### src/rtl/demux_1x16.sv
// 1-to-16 serial demux with per-channel hold register and valid/ack handshake.
// Optional refused-transfer counter (drop_cnt) when DEMUX_1X16_STATS_EN is defined.
module demux_1x16 (
   input  logic        clk,
   input  logic        rst,
   input  logic        d,
   input  logic [3:0]  s,
   input  logic        in_valid,
   output logic        in_ready,
   output logic [15:0] y,
   output logic [15:0] y_valid,
   input  logic [15:0] y_ack,
   output logic [4:0]  occ
`ifdef DEMUX_1X16_STATS_EN
   ,
   output logic [7:0]  drop_cnt
`endif
);

   logic [15:0] y_r;
   logic [15:0] y_valid_r;
   logic [4:0]  occ_r;
   logic [15:0] sel_s;
   logic [15:0] wr_s;
   logic        accept_s;
   logic [15:0] y_next_s;
   logic [15:0] valid_next_s;

   function automatic logic [4:0] popcount16(input logic [15:0] v);
      logic [4:0] cnt;
      cnt = 5'd0;
      for (int i = 0; i < 16; i++) begin
         cnt = cnt + {4'd0, v[i]};
      end
      return cnt;
   endfunction

   // Slot is free when empty or being drained this cycle.
   assign in_ready = ~y_valid_r[s] | y_ack[s];
   assign accept_s = in_valid & in_ready;

   // Select decode, write mask and next-state channel contents.
   always_comb begin
      sel_s        = 16'h0000;
      sel_s[s]     = 1'b1;
      if (accept_s) begin
         wr_s = sel_s;
      end else begin
         wr_s = 16'h0000;
      end
      // Write wins over a same-cycle ack on the written channel.
      valid_next_s = (y_valid_r & ~y_ack) | wr_s;
      y_next_s     = (y_r & ~wr_s) | (wr_s & {16{d}});
   end

   // Channel data, pending flags and occupancy.
   always_ff @(posedge clk or negedge rst) begin
      if (!rst) begin
         y_r       <= 16'h0000;
         y_valid_r <= 16'h0000;
         occ_r     <= 5'd0;
      end else begin
         y_r       <= y_next_s;
         y_valid_r <= valid_next_s;
         occ_r     <= popcount16(valid_next_s);
      end
   end

   assign y       = y_r;
   assign y_valid = y_valid_r;
   assign occ     = occ_r;

`ifdef DEMUX_1X16_STATS_EN
   logic [7:0] drop_cnt_r;

   // Saturating count of stalled (refused) transfer cycles.
   always_ff @(posedge clk or negedge rst) begin
      if (!rst) begin
         drop_cnt_r <= 8'd0;
      end else if (in_valid && !in_ready && (drop_cnt_r != 8'hFF)) begin
         drop_cnt_r <= drop_cnt_r + 8'd1;
      end else begin
         drop_cnt_r <= drop_cnt_r;
      end
   end

   assign drop_cnt = drop_cnt_r;
`endif

endmodule

### config.mk
export PLATFORM = sky130hd
export DESIGN_NAME = demux_1x16
export DESIGN_NICKNAME = d
export VERILOG_FILES = /design/src/rtl/demux_1x16.sv
export SDC_FILE = /design/constraint.sdc
export NUM_CORES = 1
export LEC_CHECK = 0
export ABC_AREA = 1
export ABC_CLOCK_PERIOD_IN_PS = 9900
export BUFFER_PORTS_ARGS = -buffer_cell sky130_fd_sc_hd__buf_2
export CORE_MARGIN = 4
export CORE_UTILIZATION = 50
export CTS_CLUSTER_SIZE = 8
export DETAILED_ROUTE_END_ITERATION = 10
export PLACE_DENSITY = 0.76
export SLEW_MARGIN = 20
export SYNTH_ARGS = -nofsm -noshare
export SYNTH_HDL_FRONTEND = slang
export SYNTH_SLANG_ARGS = --single-unit
### constraint.sdc
create_clock -name clk -period 9.9 [get_ports clk]
set_input_delay 0.495 -clock clk [delete_from_list [all_inputs] [get_ports clk]]
set_output_delay 0.495 -clock clk [all_outputs]
set_load 0.005 [all_outputs]
==> qor.txt, run 1 <==
Fin nets - 406
Top-Level Pins - 62
GRT busiest layer - met2
Final instance area - 0.00285 mm^2
Post-Syn Area - 0.00246 mm^2
Syn_nets - 350
Met1 Use GR - 28.9%
Mapped Cells - 311
Status - complete, no violations
GP Congestion - 0.868
RSZ-0062 raised after global routing - false
# resized after CTS - 0
TritonCTS buffer count - 5
Detailed Place HPWL - 4.61 mm
Async S/R FF share, synth - 100%
Slew Viols, Final - 0
Placed instance count - 427
CTS sink cnt - 37
Placed instance area - 0.00275 mm^2
Synth area leader - dfrtp_1
First-pass GRT wire length - 9.90 mm
EDFF count, synth - 0
Area grow syn2layout - 15.8%
Largest net degree at the start of global routing - 38
Worst Hold Class - primary input to asynchronous set/reset pin
Power per Cell Area - 138 mW/mm^2
Most frequent cells in the layout - nand2_1 (126), buf_2 (61), inv_1 (37), dfrtp_1 (37), nor2_1 (18)
Clk root buf - clkbuf_8
N_diodes - 0
Synth warn - 0
Max Freq - 200 MHz
Setup TNS - 0 ps
Synth top area cells - dfrtp_1 (38%), nand2_1 (19%), fa_1 (8.1%), inv_1 (5.6%), nand4_1 (4.1%)
I/O Buffers - 61
Initial DRC count - 167
WL per Instance - 13.5 um
Req. time, crit path - 10070 ps
Die area - 0.00610 mm^2
Met2 Resource Use GR - 30.8%
Peak supply drop - 72.0 uV
CORE AREA - 0.00475 mm^2
Final cell count without fillers - 435
Startpoint Class - primary input
Hold violation total from the final report - 0
Via Count - 2099
DR vias/cell - 4.83
Commonest non-fill, non-tap cell in the layout - nand2_1
Antenna violations before repair - 0
Worst-path maximum fanout - 33
Avg Cell Area, Syn - 7.91 um^2
Die width - 78.1 um
Worst Tran Pin Value - 809 ps
Seq/Total Area, Yosys - 37.7%
# DRC - 0
# setup viols final - 0
Share of the synthesized area in the top cell type - 37.7%
Die H - 78.1 um
Fin util - 59.9%
Top FF cell, synth - dfrtp_1
CP endpoint kind - register
M3 GR Usage - 5.28%
Fin Clk Skew - 4.40 ps
Detail Route Antenna Nets - 0
WL final - 5.86 mm
Hold buffers post-CTS - 0
Synth unique cells - 25
Rows - 25
Worst Path Arrival - 5180 ps
Clk buf depth - 2
Post-CTS Setup Inserts - 0
TritonCTS clock tree - done
Final Cycle Share - 50.6%
Minimum clock period - 5010 ps
Yosys reg bits - 37
Critical path class - primary input to register
Initial Utilization - 51.7%
Leakage - 1.64 nW
Max Cap Violations - 0
Relative slew slack - 46.1%
Total GRT Usage - 20.9%
Share of layout cells above drive strength 1 - 27.2%
Gr ovfl total - 0
Worst-skew pair later-pin latency - 290 ps
Vias in the first global route - 2089
Clk slew on worst S/H paths - 70 ps
Total iterations of the first detailed-routing run - 4
H-tree Lvls - 2
==> Yosys cell counts (2+ instances only) <==
cell type  count
o21ai_0        9
clkbuf_1       4
buf_6          3
nand2_4        5
dfrtp_1       37
inv_1         37
nand2_1      126
inv_2          5
nand2_2        7
xor2_1         2
nand3_4        4
nand3_2        9
ha_1           5
fa_1          10
nand4_1       16
buf_2          2
nand3_1        5
nor2_1        18
==> final cells by class <==
cell class | count | area, um^2
Timing Repair Buffer | 61 | 305
Tap cell | 67 | 83.8
Clock inverter | 1 | 5.00
Inverter | 43 | 161
Sequential cell | 37 | 926
Fill cell | 456 | 1910
Clock buffer | 7 | 96.3
Multi-Input combinational cell | 219 | 1270
==> worst max-delay path, stage by stage <==
cell	delay, ps
buf_2	320
inv_2	220
nand2_1	100
nand2_1	50
nand2_1	50
nand2_1	60
nand2_1	50
nand2_1	60
nor2_2	160
nand2_4	270
nand3_2	160
o21ai_0	160
fa_1	560
inv_1	60
fa_1	510
fa_1	530
fa_1	550
inv_1	40
ha_1	200
fa_1	400
xor2_1	180
==> power by group <==
group | switching (W) | total [W] | internal, W | leakage [nW]
logic | 0.0000540 | 0.0000919 | 0.0000378 | 1.09
registers | 0.0000115 | 0.000184 | 0.000172 | 0.491
clock network | 0.0000539 | 0.000117 | 0.0000629 | 0.0542
==> metal layers <==
metal | vias up | part of all wire, %
met5 | - | 0
met4 | 0 | 2.9
met2 | 88 | 45
li1 | 1059 | -
met3 | 11 | 7.5
met1 | 941 | 45
==> per-stage QoR <==
step / hold WS, ps / total power (W) / worst slack [ps]
detailed placement: 456 / 0.000280 / 4590
finish: 291 / 0.000393 / 4890
global route: 380 / 0.000418 / 4580
CTS: 328 / 0.000396 / 4900
floorplan: 199 / 0.000240 / 5280
global placement: 453 / 0.000277 / 4700
==> cells by family after synthesis <==
family | after synthesis | share of synthesized area, %
simple gates | 191 | 37.9
flops | 37 | 37.7
buf+inv | 55 | 10.7
compound gates | 11 | 2.34
fa+ha+maj | 15 | 10.7
xor+xnor | 2 | 0.713
==> final timing paths <==
check	start	to	slack, ps	cells past startpoint
setup / recovery	s[0]	occ[2]	4890	21
hold / removal	rst	y_valid[6]	290	1
setup reg to reg	y_valid[15]	occ[2]	5290	20
hold reg to reg	register	register	470	2
max in group asynchronous	rst	asynchronous set/reset pin	9100	1
min in group clk	register	register	470	2
(Power assumes the default switching activity.)
==> run 2, diff against run 1 <==
- ABC_AREA: 1 -> 0
- ABC_CLOCK_PERIOD_IN_PS: 9900 -> 4350
- CORE_UTILIZATION: 50 -> 47
- clock period: 9.9 -> 4.35 ns (I/O delays scaled with it)
==> qor.txt, run 2 <==
Status - finished with violations
Failing checks - setup timing
Worst Tran Pin Value - 816 ps (+7.70 ps)
Final worst slack - -228 ps (-5120 ps)
Pre-CTS setup slack - -536 ps (-5130 ps)
EDFF count, synth - 0 (unchanged)
Most frequent cells in the layout - buf_2 (61), buf_4 (60), dfrtp_1 (37)
Placed instance count - 349 (-18%)
Async S/R FF share, synth - 100% (unchanged)
Synth unique cells - 34 (+36%)
Switching Share - 27.9% (-2.6 points)
GP Congestion - 0.955 (+10%)
Max stage delay on crit path - 550 ps (about the same)
Die width - 77.2 um (-1.2%)
Net Sw Power - 0.000282 W (+140%)
N_diodes - 0 (unchanged)
# setup viols final - 4 (+4)
Max Freq - 218 MHz
Syn_nets - 229 (-35%)
Minimum clock period - 4580 ps
Max Cap Violations - 0 (unchanged)
Int Pwr - 0.000731 W (+170%)
Comb power frac - 28.0% (+4.6 points)
Top FF cell, synth - dfrtp_1
Leakage - 1.76 nW (+7.5%)
Peak supply drop - 229 uV (+220%)
Overall power - 0.00101 W (+160%)
Final cell count without fillers - 364 (-16%)
Total GRT Usage - 23.3% (+2.5 points)
Met2 wire len - 3.23 mm (+24%)
Top-Level Pins - 62 (unchanged)
FILL cells - 297 (-35%)
Yosys reg bits - 37 (unchanged)
Seq/Total Area, Yosys - 41.2% (+3.5 points)
Setup TNS - -793 ps (-793 ps)
I/O Buffers - 61 (unchanged)
Post-Syn Area - 0.00225 mm^2 (-8.5%)
Cell family with most CP delay - adder cells
Sequential Power Share - 41.4% (-5.4 points)
Crit-path most repeated cell - fa_1
Synth top area cells - dfrtp_1 (41%), fa_1 (8.9%), mux2_2 (7.0%), inv_1 (4.7%), mux4_1 (4.7%)
H-tree Lvls - 2 (unchanged)
Power per Cell Area - 311 mW/mm^2 (+130%)
RSZ-0062 raised after global routing - true
Initial DRC count - 180 (+7.8%)
Slew Viols, Final - 0 (unchanged)
Rows - 24 (-4.0%)
TritonCTS buffer count - 5 (unchanged)
Slowest cell on the critical path - fa_1
Most common cell in the netlist - dfrtp_1
# DRC - 0 (unchanged)
Clk root buf - clkbuf_8
WL final - 6.46 mm (+10%)
Clk slew on worst S/H paths - 70 ps (about the same)
Detail Route Antenna Nets - 0 (unchanged)
Commonest non-fill, non-tap cell in the layout - buf_2
Fin nets - 350 (-14%)
Largest net degree at the start of global routing - 38 (unchanged)
Share of layout cells above drive strength 1 - 56.1% (+29 points)
Mapped Cells - 190 (-39%)
CORE AREA - 0.00450 mm^2 (-5.3%)
Worst-skew pair later-pin latency - 300 ps (about the same)
Synth warn - 0 (unchanged)
Worst Hold Class - primary input to asynchronous set/reset pin
First-pass GRT wire length - 10.8 mm (+8.6%)
Clk buf depth - 2 (unchanged)
Worst Path Arrival - 4770 ps (-410 ps)
Clock share of power - 30.6% (+0.8 points)
R2R Setup Slk - -230 ps (-5520 ps)
Final hold slack - 6.17 ps (-285 ps)
Multi-input gate area - 0.00122 mm^2 (-3.5%)
Vias in the first global route - 2161 (+3.4%)
DR vias/cell - 5.48 (+14%)
Relative slew slack - 45.6% (-0.51 points)
Startpoint Class - register
Fin Clk Skew - 6.36 ps (+1.96 ps)
Worst-path maximum fanout - 5 (-85%)
Detailed Place HPWL - 4.99 mm (+8.3%)
Area grow syn2layout - 44.7%
Cell chain of the critical path - mux4_2 -> a22oi_2 -> nand3_4 -> buf_6 -> a211oi_4 -> a21o_1 -> fa_1 -> fa_1 -> inv_1 -> fa_2 -> fa_1 -> inv_2 -> ha_4 -> fa_2 -> a21oi_2 -> nor2b_1
Post-synth top cells - dfrtp_1 (37), inv_1 (28), a21oi_1 (16)
Gr ovfl total - 0 (unchanged)
Top routing layer in use - met4
Avg Cell Area, Syn - 11.8 um^2 (+50%)
WP buf/inv - 3 (-1)
Die area - 0.00596 mm^2 (-2.4%)
Req. time, crit path - 4540 ps (-5530 ps)
Total iterations of the first detailed-routing run - 4 (unchanged)
Critical path class - register to register
TritonCTS clock tree - done
WL per Instance - 17.7 um (+32%)
Die H - 77.2 um (-1.2%)
Via Count - 1995 (-5.0%)
Hold violation total from the final report - 0 (unchanged)
CTS sink cnt - 37 (unchanged)
Hold buffers post-CTS - 0 (unchanged)
Initial Utilization - 49.9% (-1.8 points)
Antenna violations before repair - 0 (unchanged)
Final Cycle Share - 105%
CP endpoint kind - register
Synth area leader - dfrtp_1
Share of the synthesized area in the top cell type - 41.2% (+3.5 points)
M1 WL - 2.59 mm (-1.8%)
Met3 Routed Length - 449 um (+1.6%)
Storage element area - 926 um^2 (unchanged)
-- run 2: cell types whose count changed in the layout (fill, tap and decap cells not counted), sizes merged, moves of 13 or more --
cell / before / now
nand2: 138 / 3
buf: 61 / 125
a21oi: 0 / 16
mux2: 0 / 16
nor2: 19 / 3
inv: 42 / 28
nand4: 16 / 3
-- run 2: path summary, 6_finish.rpt --
path                             from                    endpoint  cells after the start
min reg2reg                  register                    register                      1
min                               rst                      occ[3]                      1
max reg2reg                y_valid[3]                      occ[4]                     16
max in group asynchronous         rst  asynchronous set/reset pin                      1
max                        y_valid[3]                      occ[4]                     16
min in group clk            y_ack[10]                 y_valid[10]                      2
-- run 2: power by group through the flow --
stage,Combinational (W),Sequential [W],Clock [W]
floorplan,0.000127,0.000431,0
global placement,0.000259,0.000421,0
detailed placement,0.000266,0.000426,0
CTS,0.000283,0.000419,0.000314
global route,0.000312,0.000425,0.000333
finish,0.000284,0.000419,0.000310
-- run 2: cells by family after synthesis --
group / share of synthesized area (%)
adders and majority gates: 11.7
buffers and inverters: 8.01
DFF: 41.2
AOI/OAI and AO/OA: 14.2
muxes: 16.9
xor gates and xnor gates: 0.779
and+or+nand+nor: 7.34
-- run 2: cell type report --
type | count | share of cell area (%)
Timing Repair Buffer | 125 | 25.1
Inverter | 28 | 3.23
Clock inverter | 1 | 0.922
Tap cell | 52 | 2.00
Clock buffer | 7 | 2.65
Multi-Input combinational cell | 114 | 37.6
Sequential cell | 37 | 28.4
-- run 2: through the flow --
stage	instance area (um^2)	util (%)
finish	3260	72.3
global route	3260	72.3
CTS	3230	71.6
detailed placement	3030	67.2
global placement	3030	67.2
floorplan	2290	-
-- run 2: timing repair --
item                                    4_1_cts  5_1_grt
gates resized for setup                      12        1
hold endpoints to repair                      0        0
endpoints found under the setup margin        4        4
buffers inserted                              4        3
pin swaps                                    14        4
-- run 2: routing by layer --
metal | vias up | track usage [%]
met1 | 970 | 29.8
met5 | - | 0
met4 | 0 | 9.61
met2 | 98 | 38.3
li1 | 908 | -
met3 | 19 | 5.15
==> run 3, diff against run 2 <==
- SETUP_SLACK_MARGIN: not set -> 0.2
==> qor.txt, run 3 (synthesis results as in run 2) <==
Total GRT Usage - 23.3% (unchanged)
Gr ovfl total - 0 (unchanged)
Clk root buf - clkbuf_8
Max stage delay on crit path - 550 ps (about the same)
CTS sink cnt - 37 (unchanged)
CORE AREA - 0.00450 mm^2 (unchanged)
Initial DRC count - 180 (unchanged)
Cell family with most CP delay - adder cells
Rows - 24 (unchanged)
Crit-path most repeated cell - fa_1
Area grow syn2layout - 44.7% (unchanged)
CP endpoint kind - register
Top-Level Pins - 62 (unchanged)
Worst-skew pair later-pin latency - 300 ps (about the same)
Fin util - 72.3% (unchanged)
Critical path depth - 16 (unchanged)
WL per Instance - 17.7 um (unchanged)
# setup viols final - 4 (unchanged)
Fin nets - 350 (unchanged)
Status - finished with violations
Power per Cell Area - 311 mW/mm^2 (unchanged)
N_diodes - 0 (unchanged)
Critical path class - register to register
Peak supply drop - 229 uV (unchanged)
Die H - 77.2 um (unchanged)
Reg2reg path depth - 16 (unchanged)
First-pass GRT wire length - 10.8 mm (unchanged)
Clk buf depth - 2 (unchanged)
Slowest cell on the critical path - fa_1
Commonest non-fill, non-tap cell in the layout - buf_2
Req. time, crit path - 4540 ps (about the same)
H-tree Lvls - 2 (unchanged)
Minimum clock period - 4580 ps (unchanged)
Hold violation total from the final report - 0 (unchanged)
# DRC - 0 (unchanged)
Max Freq - 218 MHz (unchanged)
Detail Route Antenna Nets - 0 (unchanged)
Worst Tran Pin Value - 816 ps (unchanged)
Hold buffers post-CTS - 0 (unchanged)
RSZ-0062 raised after global routing - true
Clk slew on worst S/H paths - 70 ps (about the same)
Worst-path maximum fanout - 5 (unchanged)
Detailed Place HPWL - 4.99 mm (unchanged)
Most frequent cells in the layout - buf_2 (61), buf_4 (60), dfrtp_1 (37)
Vias in the first global route - 2161 (unchanged)
Cell chain of the critical path - mux4_2 -> a22oi_2 -> nand3_4 -> buf_6 -> a211oi_4 -> a21o_1 -> fa_1 -> fa_1 -> inv_1 -> fa_2 -> fa_1 -> inv_2 -> ha_4 -> fa_2 -> a21oi_2 -> nor2b_1
Startpoint Class - register
I/O Buffers - 61 (unchanged)
R2R Setup Slk - -230 ps (about the same)
Max Cap Violations - 0 (unchanged)
Setup TNS - -793 ps (unchanged)
Final Cycle Share - 105% (unchanged)
Final instance area - 0.00326 mm^2 (unchanged)
WP buf/inv - 3 (unchanged)
Share of layout cells above drive strength 1 - 56.1% (unchanged)
Antenna violations before repair - 0 (unchanged)
Initial Utilization - 49.9% (unchanged)
Die width - 77.2 um (unchanged)
Failing checks - setup timing
Multi-input gate area - 0.00122 mm^2 (unchanged)
Placed instance area - 0.00303 mm^2 (unchanged)
Die area - 0.00596 mm^2 (unchanged)
Fin Clk Skew - 6.36 ps (unchanged)
DR vias/cell - 5.48 (unchanged)
Largest net degree at the start of global routing - 38 (unchanged)
Worst Path Arrival - 4770 ps (about the same)
Relative slew slack - 45.6% (unchanged)
Storage element area - 926 um^2 (unchanged)
Final worst slack - -228 ps (unchanged)
FILL cells - 297 (unchanged)
Worst Hold Class - primary input to asynchronous set/reset pin
TritonCTS clock tree - done
TritonCTS buffer count - 5 (unchanged)
Total iterations of the first detailed-routing run - 4 (unchanged)
Via Count - 1995 (unchanged)
WL final - 6.46 mm (unchanged)
Slew Viols, Final - 0 (unchanged)
Leakage - 1.76 nW (unchanged)
GP Congestion - 0.955 (unchanged)
[run 3: power breakdown]
part / switching, W / internal, W / total [W]
sequential: 0.0000237 / 0.000396 / 0.000419
clock: 0.000124 / 0.000187 / 0.000310
combinational: 0.000135 / 0.000149 / 0.000284
[run 3: worst paths after layout]
path | end | startpoint
worst max-delay path | occ[4] | y_valid[3]
max in group asynchronous | asynchronous set/reset pin | rst
worst min-delay path | occ[3] | rst
min in group clk | y_valid[10] | y_ack[10]
worst max register to register | occ[4] | y_valid[3]
worst min register to register | register | register
[run 3: per-layer routing]
metal	GRT usage, %	wire length [um]	vias up
met5	0	0	-
met4	9.61	189	0
met3	5.15	449	19
met2	38.3	3230	98
met1	29.8	2590	970
li1	-	-	908
[run 3: layout make-up]
type	count	area share (%)
multi-input combinational	114	37.6
sequential	37	28.4
timing repair buffer	125	25.1
inverter	28	3.23
clock buffer	7	2.65
tap	52	2.00
clock inverter	1	0.922
[run 3: worst register-to-register path: stages (launching register included)]
cell and delay [ps]:
dfrtp_1 380, mux4_2 480, a22oi_2 220, nand3_4 130, buf_6 150, a211oi_4 230, a21o_1 170, fa_1 430
fa_1 550, inv_1 50, fa_2 420, fa_1 510, inv_2 50, ha_4 160, fa_2 360, a21oi_2 120
nor2b_1 50
[run 3: what timing repair did]
action                                  in CTS  in global routing
resized for setup                           12                  1
setup buffers                                4                  3
pin swaps                                   14                  4
endpoints found under the setup margin       5                  5
[run 3: per-stage QoR]
step	setup WS, ps	cells	hold slack (ps)	power (W)
global placement	-491	349	354	0.000680
detailed placement	-536	349	360	0.000692
floorplan	-194	190	-78.1	0.000558
global route	-360	364	99.4	0.00107
finish	-228	364	6.17	0.00101
CTS	-258	361	38.2	0.00102
